--- config.mk ---
export PLATFORM = sky130hd
export DESIGN_NAME = reverse_job_ctrl
export DESIGN_NICKNAME = d
export VERILOG_FILES = /design/src/rtl/reverse_job_ctrl_pkg.sv /design/src/rtl/reverse_job_ctrl_idle_timer.sv /design/src/rtl/reverse_job_ctrl.sv
export SDC_FILE = /design/constraint.sdc
export NUM_CORES = 1
export LEC_CHECK = 0
export CORE_UTILIZATION = 30
export DETAILED_ROUTE_END_ITERATION = 6
export PLACE_DENSITY = 0.58
export SLEW_MARGIN = 20
export SYNTH_ARGS = -nofsm -noshare
export SYNTH_HDL_FRONTEND = slang
export SYNTH_SLANG_ARGS = --single-unit
--- constraint.sdc ---
create_clock -name clk -period 5.9 [get_ports clk]
set_input_delay 1.18 -clock clk [delete_from_list [all_inputs] [get_ports clk]]
set_output_delay 1.18 -clock clk [all_outputs]
set_load 0.02 [all_outputs]
--- src/rtl/reverse_job_ctrl_pkg.sv ---
// Shared types for the reverse job sequencer: FSM state encoding and completion status codes.
package reverse_job_ctrl_pkg;

  typedef enum logic [2:0] {
    ST_IDLE   = 3'd0,
    ST_LAUNCH = 3'd1,
    ST_RUN    = 3'd2,
    ST_DONE   = 3'd3,
    ST_ERR    = 3'd4
  } state_e;

  typedef enum logic [1:0] {
    REV_ERR_OK      = 2'd0,
    REV_ERR_TIMEOUT = 2'd1,
    REV_ERR_SHORT   = 2'd2
  } rev_err_e;

endpackage

--- src/rtl/reverse_job_ctrl_idle_timer.sv ---
// Idle-cycle counter: clears on activity, counts while enabled, flags the cycle it reaches limit-1.
// A zero limit disables expiry; the count simply wraps and is never observed.
module reverse_job_ctrl_idle_timer #(
  parameter int TO_W = 20
) (
  input  logic            clk,
  input  logic            rstn,
  input  logic            clr_i,
  input  logic            en_i,
  input  logic [TO_W-1:0] limit_i,
  output logic            expire_o
);

  logic [TO_W-1:0] cnt_q, cnt_d;

  always_comb begin
    cnt_d = cnt_q;
    if (clr_i) begin
      cnt_d = '0;
    end else if (en_i) begin
      cnt_d = cnt_q + TO_W'(1);
    end
  end

  always_ff @(posedge clk or negedge rstn) begin
    if (!rstn) begin
      cnt_q <= '0;
    end else begin
      cnt_q <= cnt_d;
    end
  end

  assign expire_o = en_i && (limit_i != '0) && (cnt_q == limit_i - TO_W'(1));

endmodule

--- src/rtl/reverse_job_ctrl.sv ---
// Job sequencer between the register interface and the reverse core: launches a job, meters input
// words, counts bitstream bytes, detects idle stalls and reports one done pulse with a status code.
module reverse_job_ctrl
  import reverse_job_ctrl_pkg::*;
#(
  parameter int LEN_W = 16,
  parameter int TO_W  = 20,
  parameter int BSC_W = 32
) (
  input  logic             clk,
  input  logic             rstn,
  input  logic             cfg_start_i,
  input  logic [LEN_W-1:0] cfg_len_i,
  input  logic [TO_W-1:0]  cfg_timeout_i,
  output logic             sts_busy_o,
  output logic             sts_done_o,
  output logic [1:0]       sts_err_o,
  output logic [BSC_W-1:0] sts_bs_cnt_o,
  output logic             core_start_o,
  input  logic             core_done_i,
  input  logic             core_rden_i,
  output logic             core_rdy_o,
  input  logic             core_bs_val_i,
  input  logic             ibuf_empty_i,
  output logic             ibuf_rden_o
);

  state_e           state_q, state_d;
  logic [LEN_W-1:0] len_q, len_d;
  logic [LEN_W-1:0] rd_cnt_q, rd_cnt_d;
  logic [TO_W-1:0]  to_q, to_d;
  logic [BSC_W-1:0] bs_cnt_q, bs_cnt_d;
  rev_err_e         err_q, err_d;

  logic in_run, pop, bs_strb, idle_clr, to_expire;

  assign in_run  = (state_q == ST_RUN);
  assign core_rdy_o  = in_run && !ibuf_empty_i && (rd_cnt_q < len_q);
  assign pop         = core_rdy_o && core_rden_i;
  assign ibuf_rden_o = pop;
  assign bs_strb     = in_run && core_bs_val_i;
  // Outside RUN the timer is held at zero so each job starts its idle window fresh.
  assign idle_clr    = !in_run || pop || bs_strb;

  reverse_job_ctrl_idle_timer #(.TO_W(TO_W)) u_idle_timer (
    .clk      (clk),
    .rstn     (rstn),
    .clr_i    (idle_clr),
    .en_i     (in_run),
    .limit_i  (to_q),
    .expire_o (to_expire)
  );

  always_comb begin
    state_d  = state_q;
    len_d    = len_q;
    rd_cnt_d = rd_cnt_q;
    to_d     = to_q;
    bs_cnt_d = bs_cnt_q;
    err_d    = err_q;
    case (state_q)
      ST_IDLE: begin
        if (cfg_start_i) begin
          rd_cnt_d = '0;
          bs_cnt_d = '0;
          err_d    = REV_ERR_OK;
          if (cfg_len_i != '0) begin
            len_d   = cfg_len_i;
            to_d    = cfg_timeout_i;
            state_d = ST_LAUNCH;
          end else begin
            state_d = ST_DONE;
          end
        end
      end
      ST_LAUNCH: state_d = ST_RUN;
      ST_RUN: begin
        if (pop) begin
          rd_cnt_d = rd_cnt_q + LEN_W'(1);
        end
        if (bs_strb && (bs_cnt_q != '1)) begin
          bs_cnt_d = bs_cnt_q + BSC_W'(1);
        end
        // A word popped in the same cycle as core done still counts toward completeness.
        if (core_done_i) begin
          state_d = ST_DONE;
          err_d   = (rd_cnt_d < len_q) ? REV_ERR_SHORT : REV_ERR_OK;
        end else if (to_expire) begin
          state_d = ST_ERR;
          err_d   = REV_ERR_TIMEOUT;
        end
      end
      ST_DONE, ST_ERR: state_d = ST_IDLE;
      default:         state_d = ST_IDLE;
    endcase
  end

  always_ff @(posedge clk or negedge rstn) begin
    if (!rstn) begin
      state_q  <= ST_IDLE;
      len_q    <= '0;
      rd_cnt_q <= '0;
      to_q     <= '0;
      bs_cnt_q <= '0;
      err_q    <= REV_ERR_OK;
    end else begin
      state_q  <= state_d;
      len_q    <= len_d;
      rd_cnt_q <= rd_cnt_d;
      to_q     <= to_d;
      bs_cnt_q <= bs_cnt_d;
      err_q    <= err_d;
    end
  end

  assign sts_busy_o   = (state_q == ST_LAUNCH) || in_run;
  assign sts_done_o   = (state_q == ST_DONE) || (state_q == ST_ERR);
  assign core_start_o = (state_q == ST_LAUNCH);
  assign sts_err_o    = err_q;
  assign sts_bs_cnt_o = bs_cnt_q;

endmodule
======== Yosys cells after proc, flatten, opt, wreduce, memory -nomap -nowiden ========
Cells that the tools add are included.
word-level totals
  bits in registers ....................... 109
  logic and storage cells ................. 64
  output and inout bits ................... 39
  input port bits ......................... 43
operators by class
  add/subtract/negate cells ............... 4
  equal/unequal tests ..................... 9
  reductions and logical operators ........ 23
  magnitude comparators ................... 2
  multiplexer cells ....................... 19
operators with widths
  operator                                                              number
  32-bit two-way mux                                                    2
  32-bit one-hot mux with 2 select lines                                1
  16-bit two-way mux                                                    3
  20-bit two-way mux                                                    2
  32-bit by 1-bit adder with 32-bit output, second input constant       1
  16-bit < comparator                                                   2
  32-bit != test, second input constant                                 1
  16-bit one-hot mux with 2 select lines                                1
  20-bit by 1-bit adder with 20-bit output, second input constant       1
  20-bit == test                                                        1
  20-bit nonzero test                                                   1
  20-bit by 1-bit subtractor with 20-bit output, second input constant  1
  16-bit by 1-bit adder with 16-bit output, second input constant       1
  16-bit nonzero test                                                   1
  2-bit two-way mux                                                     5
  3-bit two-way mux                                                     3
  3-bit one-hot mux with 3 select lines                                 1
  3-bit AND reduction                                                   3
  1-bit logical AND                                                     7
  3-bit by 2-bit == test with 1-bit output, second input constant       2
  1-bit logical OR                                                      4
  2-bit one-hot mux with 2 select lines                                 1
  2-bit AND reduction                                                   2
  2-bit nonzero test                                                    2
  other kinds (7)                                                       8

======== Logic depth before layout (Yosys ltp) ========
Gate-level depths: netlist of the first run.
  depth after elaboration ................. 10
  mapped depth ............................ 17
  mapped depth without buffers ............ 16

======== By module ========
Synthesis of the first run repeated with hierarchy kept, for this count alone.
unflattened totals
  cell total of the unflattened synthesis .. 706
  area total of the unflattened synthesis .. 6871.6 um^2
by module, submodules not included
  module                       cells an instance  instances  sequential area each (um^2)  area an instance (um^2)
  reverse_job_ctrl             511                1          2227.1                       5154.9
  reverse_job_ctrl_idle_timer  195                1          500.5                        1716.6

======== Least setup slack after synthesis of the first run ========
Ideal clock, no wire load.
  kind .................................... input to register
  from .................................... input ibuf_empty_i
  to ...................................... register err_q[1] (netlist: sts_err_o[1])
  arrival ................................. 3847 ps
  library setup time ...................... 67 ps
  required time ........................... 5833 ps
  cell stages on the path ................. 14
  buffers on the path ..................... 1
  setup slack ............................. 1986 ps
  cells stage by stage .................... nor3_2 o221ai_2 nor4_4 nand4_2 buf_6 nor2_1 xor2_1 ha_1 a21o_1 a21o_1 a21oi_1 nor2_1 nor3_1 a32o_1
on the way
  longest elaborated chain between the ends .. 10
RTL lines
  what                                   RTL line                 source
  start, declared                        reverse_job_ctrl.sv:24   input logic ibuf_empty_i,
  1-bit logical NOT                      reverse_job_ctrl.sv:38   assign core_rdy_o = in_run && !ibuf_empty_i && (rd_cnt_q < len_q);
  1-bit logical AND (2 in a row)         reverse_job_ctrl.sv:38
  1-bit logical AND                      reverse_job_ctrl.sv:39   assign pop = core_rdy_o && core_rden_i;
  net ibuf_rden_o                        reverse_job_ctrl.sv:25   output logic ibuf_rden_o
  16-bit two-way mux                     reverse_job_ctrl.sv:78   if (pop) begin
  16-bit two-way mux                     reverse_job_ctrl.sv:61   case (state_q)
  16-bit < comparator                    reverse_job_ctrl.sv:87   err_d = (rd_cnt_d < len_q) ? REV_ERR_SHORT : REV_ERR_OK;
  2-bit two-way mux                      reverse_job_ctrl.sv:87
  2-bit two-way mux                      reverse_job_ctrl.sv:85   if (core_done_i) begin
  2-bit one-hot mux with 2 select lines  reverse_job_ctrl.sv:61
  end signal, assigned                   reverse_job_ctrl.sv:112  err_q <= err_d;
  end, declared                          reverse_job_ctrl.sv:33   rev_err_e err_q, err_d;
The timed path passes the listed nets, and every way through them passes these cells. The select of a mux whose other input is x is not followed.
A chain may end at the register's enable or synchronous reset.

======== Worst setup path in the final report of the first run ========
  from .................................... input ibuf_empty_i
  to ...................................... register err_q[1] (netlist: sts_err_o[1])
on the way
  longest elaborated chain between the ends .. 10
RTL lines
  what                                   RTL line
  1-bit logical NOT                      reverse_job_ctrl.sv:38
  1-bit logical AND (2 in a row)         reverse_job_ctrl.sv:38
  1-bit logical AND                      reverse_job_ctrl.sv:39
  16-bit two-way mux                     reverse_job_ctrl.sv:78
  16-bit two-way mux                     reverse_job_ctrl.sv:61
  16-bit < comparator                    reverse_job_ctrl.sv:87
  2-bit two-way mux                      reverse_job_ctrl.sv:87
  2-bit two-way mux                      reverse_job_ctrl.sv:85
  2-bit one-hot mux with 2 select lines  reverse_job_ctrl.sv:61
No other way between the ends. The select of a mux whose other input is x is not followed.

==> results of run 1 <==
[report_power, final]
| group | internal [uW] | leakage [uW] | switching, uW |
|---|---|---|---|
| Combinational | 494 | 0.00189 | 552 |
| Sequential | 907 | 0.00143 | 221 |
| Clock | 345 | 0.000158 | 316 |
| Total | 1750 | 0.00349 | 1090 |
[flip-flops by register name (all words and copies together) (netlist names)]
register            flops
sts_bs_cnt_o           32
to_q                   20
u_idle_timer.cnt_q     20
len_q                  16
rd_cnt_q               16
state_q                 3
sts_err_o               2
[synthesized netlist by cell type, drive strengths merged (5+ instances only)]
library cell,number,share of area
nand4,22,0.022
o21ai,19,0.015
a21o,9,0.010
dfrtp,109,0.41
ha,35,0.066
xnor2,35,0.046
or3,8,0.0083
nor2,73,0.042
buf,9,0.010
nor3,13,0.016
nand2b,5,0.0047
nand2,36,0.020
a21oi,15,0.011
and4,7,0.0092
and3,14,0.013
nand4b,5,0.0066
mux2,39,0.066
o211ai,6,0.0075
clkbuf,14,0.0081
nor4,18,0.021
inv,32,0.018
mux2i,11,0.017
xor2,52,0.068
nand3,39,0.029
[cells by family (layout without fill, tap and decap cells)]
logic type	count (synthesis)	in the layout	synth area share
AOI/OAI and AO/OA	70	70	0.0723
xor gates and xnor gates	87	87	0.114
adders and majority gates	35	35	0.0658
buffers and inverters	55	137	0.0363
DFF	109	109	0.410
muxes	50	50	0.0825
and+or+nand+nor	262	262	0.219
[stage by stage]
step           total power [uW]   util  std cells  hold slack (ns)
2_1_floorplan              1840      -        668            0.474
3_3_place_gp               2170  0.356       1014            0.489
3_5_place_dp               2190  0.356       1014            0.494
4_1_cts                    2870  0.371       1030            0.516
5_1_grt                    3040  0.371       1030            0.528
6_report                   2830  0.371       1030            0.513
[area by class of cell]
type,count,area share
Inverter,32,0.0148
Sequential cell,109,0.337
Clock buffer,9,0.0278
Clock inverter,7,0.0124
Timing Repair Buffer,89,0.107
Tap cell,280,0.0433
Multi-Input combinational cell,504,0.457
[worst max-delay path, stage by stage]
cell             delay (ns)
clkdlybuf4s50_1        0.42
nor3_2                 0.22
o221ai_2               0.16
nor4_4                 0.27
buf_4                  0.22
nand4_2                0.42
or3_1                  0.54
nand2_1                0.09
ha_1                   0.23
a21o_1                 0.16
a21o_1                 0.17
a21oi_1                0.14
nor3_1                 0.06
nor3_1                 0.18
a32o_1                 0.15
[path summary, 6_finish.rpt]
kind | cells past startpoint | slack [ns] | startpoint | to
max reg2reg | 17 | 1.92 | len_q[9] | sts_err_o[1]
min | 1 | 0.51 | len_q[3] | len_q[3]
max in group asynchronous | 2 | 3.77 | rstn | u_idle_timer.cnt_q[13]
min reg2reg | 1 | 0.51 | len_q[3] | len_q[3]
min in group asynchronous | 1 | 0.81 | rstn | to_q[0]
max | 15 | 1.60 | ibuf_empty_i | sts_err_o[1]
[metal layers]
layer | part of all wire | global-route usage
met3 | 0.043 | 0.0319
met2 | 0.44 | 0.239
met4 | 0.0099 | 0.0375
met1 | 0.50 | 0.217
met5 | 0.00067 | 0
[cells in the final DEF, fill, tap and decap left out, types with 3 or more instances in the layout]
cell type / instances
a21oi_1: 15
inv_6: 3
or3_1: 7
and2_1: 3
nor3_4: 3
and3_1: 14
xor2_1: 52
mux2i_1: 11
nand2b_1: 5
nor3b_1: 4
clkdlybuf4s50_1: 80
o211ai_1: 5
a211oi_1: 4
nor4_1: 15
nand4_1: 21
dfrtp_1: 109
nand2_1: 36
nor2_1: 72
clkbuf_16: 9
nand3b_1: 3
nand4b_1: 5
a21o_1: 9
mux2_2: 39
inv_1: 32
xnor2_1: 35
and4_1: 7
nor3_1: 9
buf_4: 9
or4_1: 3
ha_1: 35
nand3_1: 39
o21ai_0: 17
==> qor.yml, run 1 <==
status: "finished, final reports clean"
grtUsageTotal: 0.154
seq_area_frac_synth: 0.410
avgSynthCellArea_um2: 9.97
postCtsHoldBufs: 0
grt_max_degree: 69
numPortBuffers: 81
die_h_um: 151
cts.sinks: 109
syn_to_final_growth_pct: 21.5
arrival_ns: 4.59
crit_fanout: 12
hp-class: "register to register"
placed_area_um2: 7760
worstSetupPathType: "input port to register"
multi_input_area_um2: 3700
dpl_worst_slack_ns: 1.21
wl_per_cell_um: 16.0
fin_crit_ns: 4.30
drive_gt1_frac: 0.112
cts_buffer_depth: 2
synth-seq-cells: 109
cp_data_required_time_ns: 6.19
seq_area_um2: 2730
cts_root_buf: "clkbuf_16"
drt-total-wl_um: 16500
final.setup.worst_slack_ns: 1.60
path_clk_slew_ns: 0.08
start_util: 0.305
yosysWarnings: 0
hold_viol_final: 0
vias: 5162
core_area_um2: 21800
drv_slew: 0
leakage_uw: 0.00349
worst_pin_slew_ns: 0.904
fin_crit_sh: 0.729
overflow: 0
grt_pass1_wl_um: 27100
h-tree-depth: 3
post_cts_buffers: 0
timing.fmax_mhz: 233
synth_edf_count: 0
netlist_instances: 668
hpwl_um: 12200
ir_drop_uv: 140
drc: 0
cts-resized-gates: 0
cts_tree: "built"
firstDrtPassIters: 4
finalClockSkew_ns: 0.00930
drv_cap: 0
rsz0062_at_grt: "false"
ios: 82
placementRows: 54
fillers: 2185
insertion_delay_ns: 0.36
slew_headroom: 0.394
synth_nets: 746
finalSetupTns_ns: 0
dieArea_um2: 22800
cts_buffers: 9
p_per_area_nw_per_um2: 350
async_flop_share: 1.00
drt_iter0_drc: 247
synthDistinctLibCells: 65
antenna_left: 0
antennaDiodeCount: 0
worst_setup_path_start_kind: "input port"
finalSetupViolCount: 0
grt_antenna_before_repair: 1
nNetsFinal: 823
grt_pass1_vias: 5027
via_per_inst: 5.01
ys.flop_type: "dfrtp_1"
die_x_um: 151
final_area_um2: 8090
endpoint_kind: "register"
syn-cell-area_um2: 6660
gp_congestion: 0.811
No activity file was read; power rests on OpenSTA's default activity.
==> inputs of run 2 (changes only) <==
PLACE_DENSITY = 0.6   (was 0.58)
clock period = 3.85 ns   (was 5.9 ns; I/O delays follow)
==> qor.yml, run 2 (synthesis results as in run 1) <==
cts_buffer_depth: 2  # unchanged
antenna_left: 0  # unchanged
fin_crit_ns: 3.61
crit_fanout: 9  # -3
cts_buffers: 9  # unchanged
timing.fmax_mhz: 277
start_util: 0.305  # unchanged
finalSetupTns_ns: 0  # unchanged
firstDrtPassIters: 4  # unchanged
die_x_um: 151  # unchanged
worst_pin_slew_ns: 0.784  # -0.120 ns
cts.sinks: 109  # unchanged
worstSetupPathType: "register to register"
layout_common_cells: "109 x dfrtp_1, 79 x clkdlybuf4s50_1, 72 x nor2_1"
grt_pass1_vias: 5215  # +3.7%
finalSetupViolCount: 0  # unchanged
via_per_inst: 4.96  # -0.96%
ios: 82  # unchanged
antennaDiodeCount: 0  # unchanged
cp_data_required_time_ns: 4.11  # -2.08 ns
postCtsHoldBufs: 0  # unchanged
nNetsFinal: 841  # +2.2%
vias: 5202  # +0.77%
worst_setup_path_start_kind: "register"
dieArea_um2: 22800  # unchanged
leakage_uw: 0.00360  # +3.2%
dpl_worst_slack_ns: -0.00194  # -1.21 ns
drc: 0  # unchanged
placementRows: 54  # unchanged
final_util: 0.378  # +0.00734
die_h_um: 151  # unchanged
drt-total-wl_um: 16800  # +1.6%
gp_congestion: 0.855  # +5.5%
h-tree-depth: 3  # unchanged
grt_antenna_before_repair: 0  # -1
drt_iter0_drc: 274  # +11%
ff2ff_setup_slack_ns: 0.24  # -1.68 ns
fillers: 2181  # -0.18%
cts_tree: "built"
rsz0062_at_grt: "false"
hpwl_um: 12400  # +1.3%
insertion_delay_ns: 0.36  # about the same
drive_gt1_frac: 0.135  # +0.0234
syn_to_final_growth_pct: 23.9
whs_ns: 0.487  # -0.0259 ns
cts_root_buf: "clkbuf_16"
slew_headroom: 0.477  # +0.0836
drv_slew: 0  # unchanged
p_per_area_nw_per_um2: 531  # +52%
hp-class: "input port to asynchronous set/reset pin"
grt_max_degree: 57  # -17%
largest_reg_flops: 32  # unchanged
placed_area_um2: 7910  # +1.9%
endpoint_kind: "register"
drv_cap: 0  # unchanged
wl_per_cell_um: 16.0  # -0.12%
final.setup.worst_slack_ns: 0.236  # -1.37 ns
final_common_cell: "dfrtp_1"
grt_pass1_wl_um: 27600  # +1.5%
path_clk_slew_ns: 0.08  # about the same
finalClockSkew_ns: 0.00974  # +0.000437 ns
grtUsageTotal: 0.157  # +0.00303
numPortBuffers: 81  # unchanged
hold_viol_final: 0  # unchanged
status: "finished, final reports clean"
arrival_ns: 3.87  # -0.72 ns
core_area_um2: 21800  # unchanged
fin_crit_sh: 0.939
overflow: 0  # unchanged
final_area_um2: 8250  # +2.0%
ir_drop_uv: 247  # +76%
## run 2: changes by cell type in the layout (fill, tap and decap cells not counted), sizes merged
cell / delta
dlymetal6s2s: +1
buf: +18
clkdlybuf4s50: -1
## run 2: final timing paths
check | cells past startpoint | start | end
worst max-delay path | 15 | rd_cnt_q[15] | sts_err_o[1]
worst min-delay path | 1 | rstn | rd_cnt_q[2]
worst max register to register | 15 | rd_cnt_q[15] | sts_err_o[1]
worst min register to register | 1 | len_q[5] | len_q[5]
max in group asynchronous | 2 | rstn | to_q[9]
min in group clk | 1 | len_q[5] | len_q[5]
## run 2: power breakdown
group	leakage [uW]	internal [uW]	switching, uW
Sequential	0.00143	1390	296
Clock	0.000154	522	478
Combinational	0.00201	795	901
## run 2: cell type report
class,count,area [um^2],area share
Timing Repair Buffer,107,1020,0.123
Clock buffer,9,225,0.0273
Sequential cell,109,2730,0.331
Tap cell,280,350,0.0425
Inverter,32,120,0.0146
Multi-Input combinational cell,504,3720,0.451
Clock inverter,7,90.1,0.0109
## run 2: timing repair
item                       CTS  global route
gates resized for setup      0             5
setup buffers                0             0
setup endpoints to repair    0             2
## run 2: worst max-delay path, stage by stage (launching register included)
cell	delay, ns
dfrtp_1	0.42
ha_1	0.30
nand4_1	0.15
or3_4	0.44
a2111oi_2	0.28
buf_4	0.19
nor4_4	0.04
buf_4	0.19
nand3_1	0.13
nor2_1	0.09
xnor2_1	0.14
ha_1	0.29
nand4_1	0.18
nor4_1	0.30
o21ai_0	0.13
a32o_1	0.22
## run 2: per-layer routing
metal / GRT usage / vias up / part of all wire / routed length (um)
li1: - / 2570 / - / -
met2: 0.243 / 138 / 0.44 / 7370
met4: 0.0515 / 0 / 0.018 / 304
met5: 0 / - / 0 / 0
met3: 0.0401 / 23 / 0.068 / 1140
met1: 0.213 / 2471 / 0.47 / 7950
## run 2: metrics by stage
stage	std cells	power [uW]
finish	1048	4380
global route	1048	4700
global placement	1032	3360
detailed placement	1032	3400
CTS	1048	4420
floorplan	668	2820
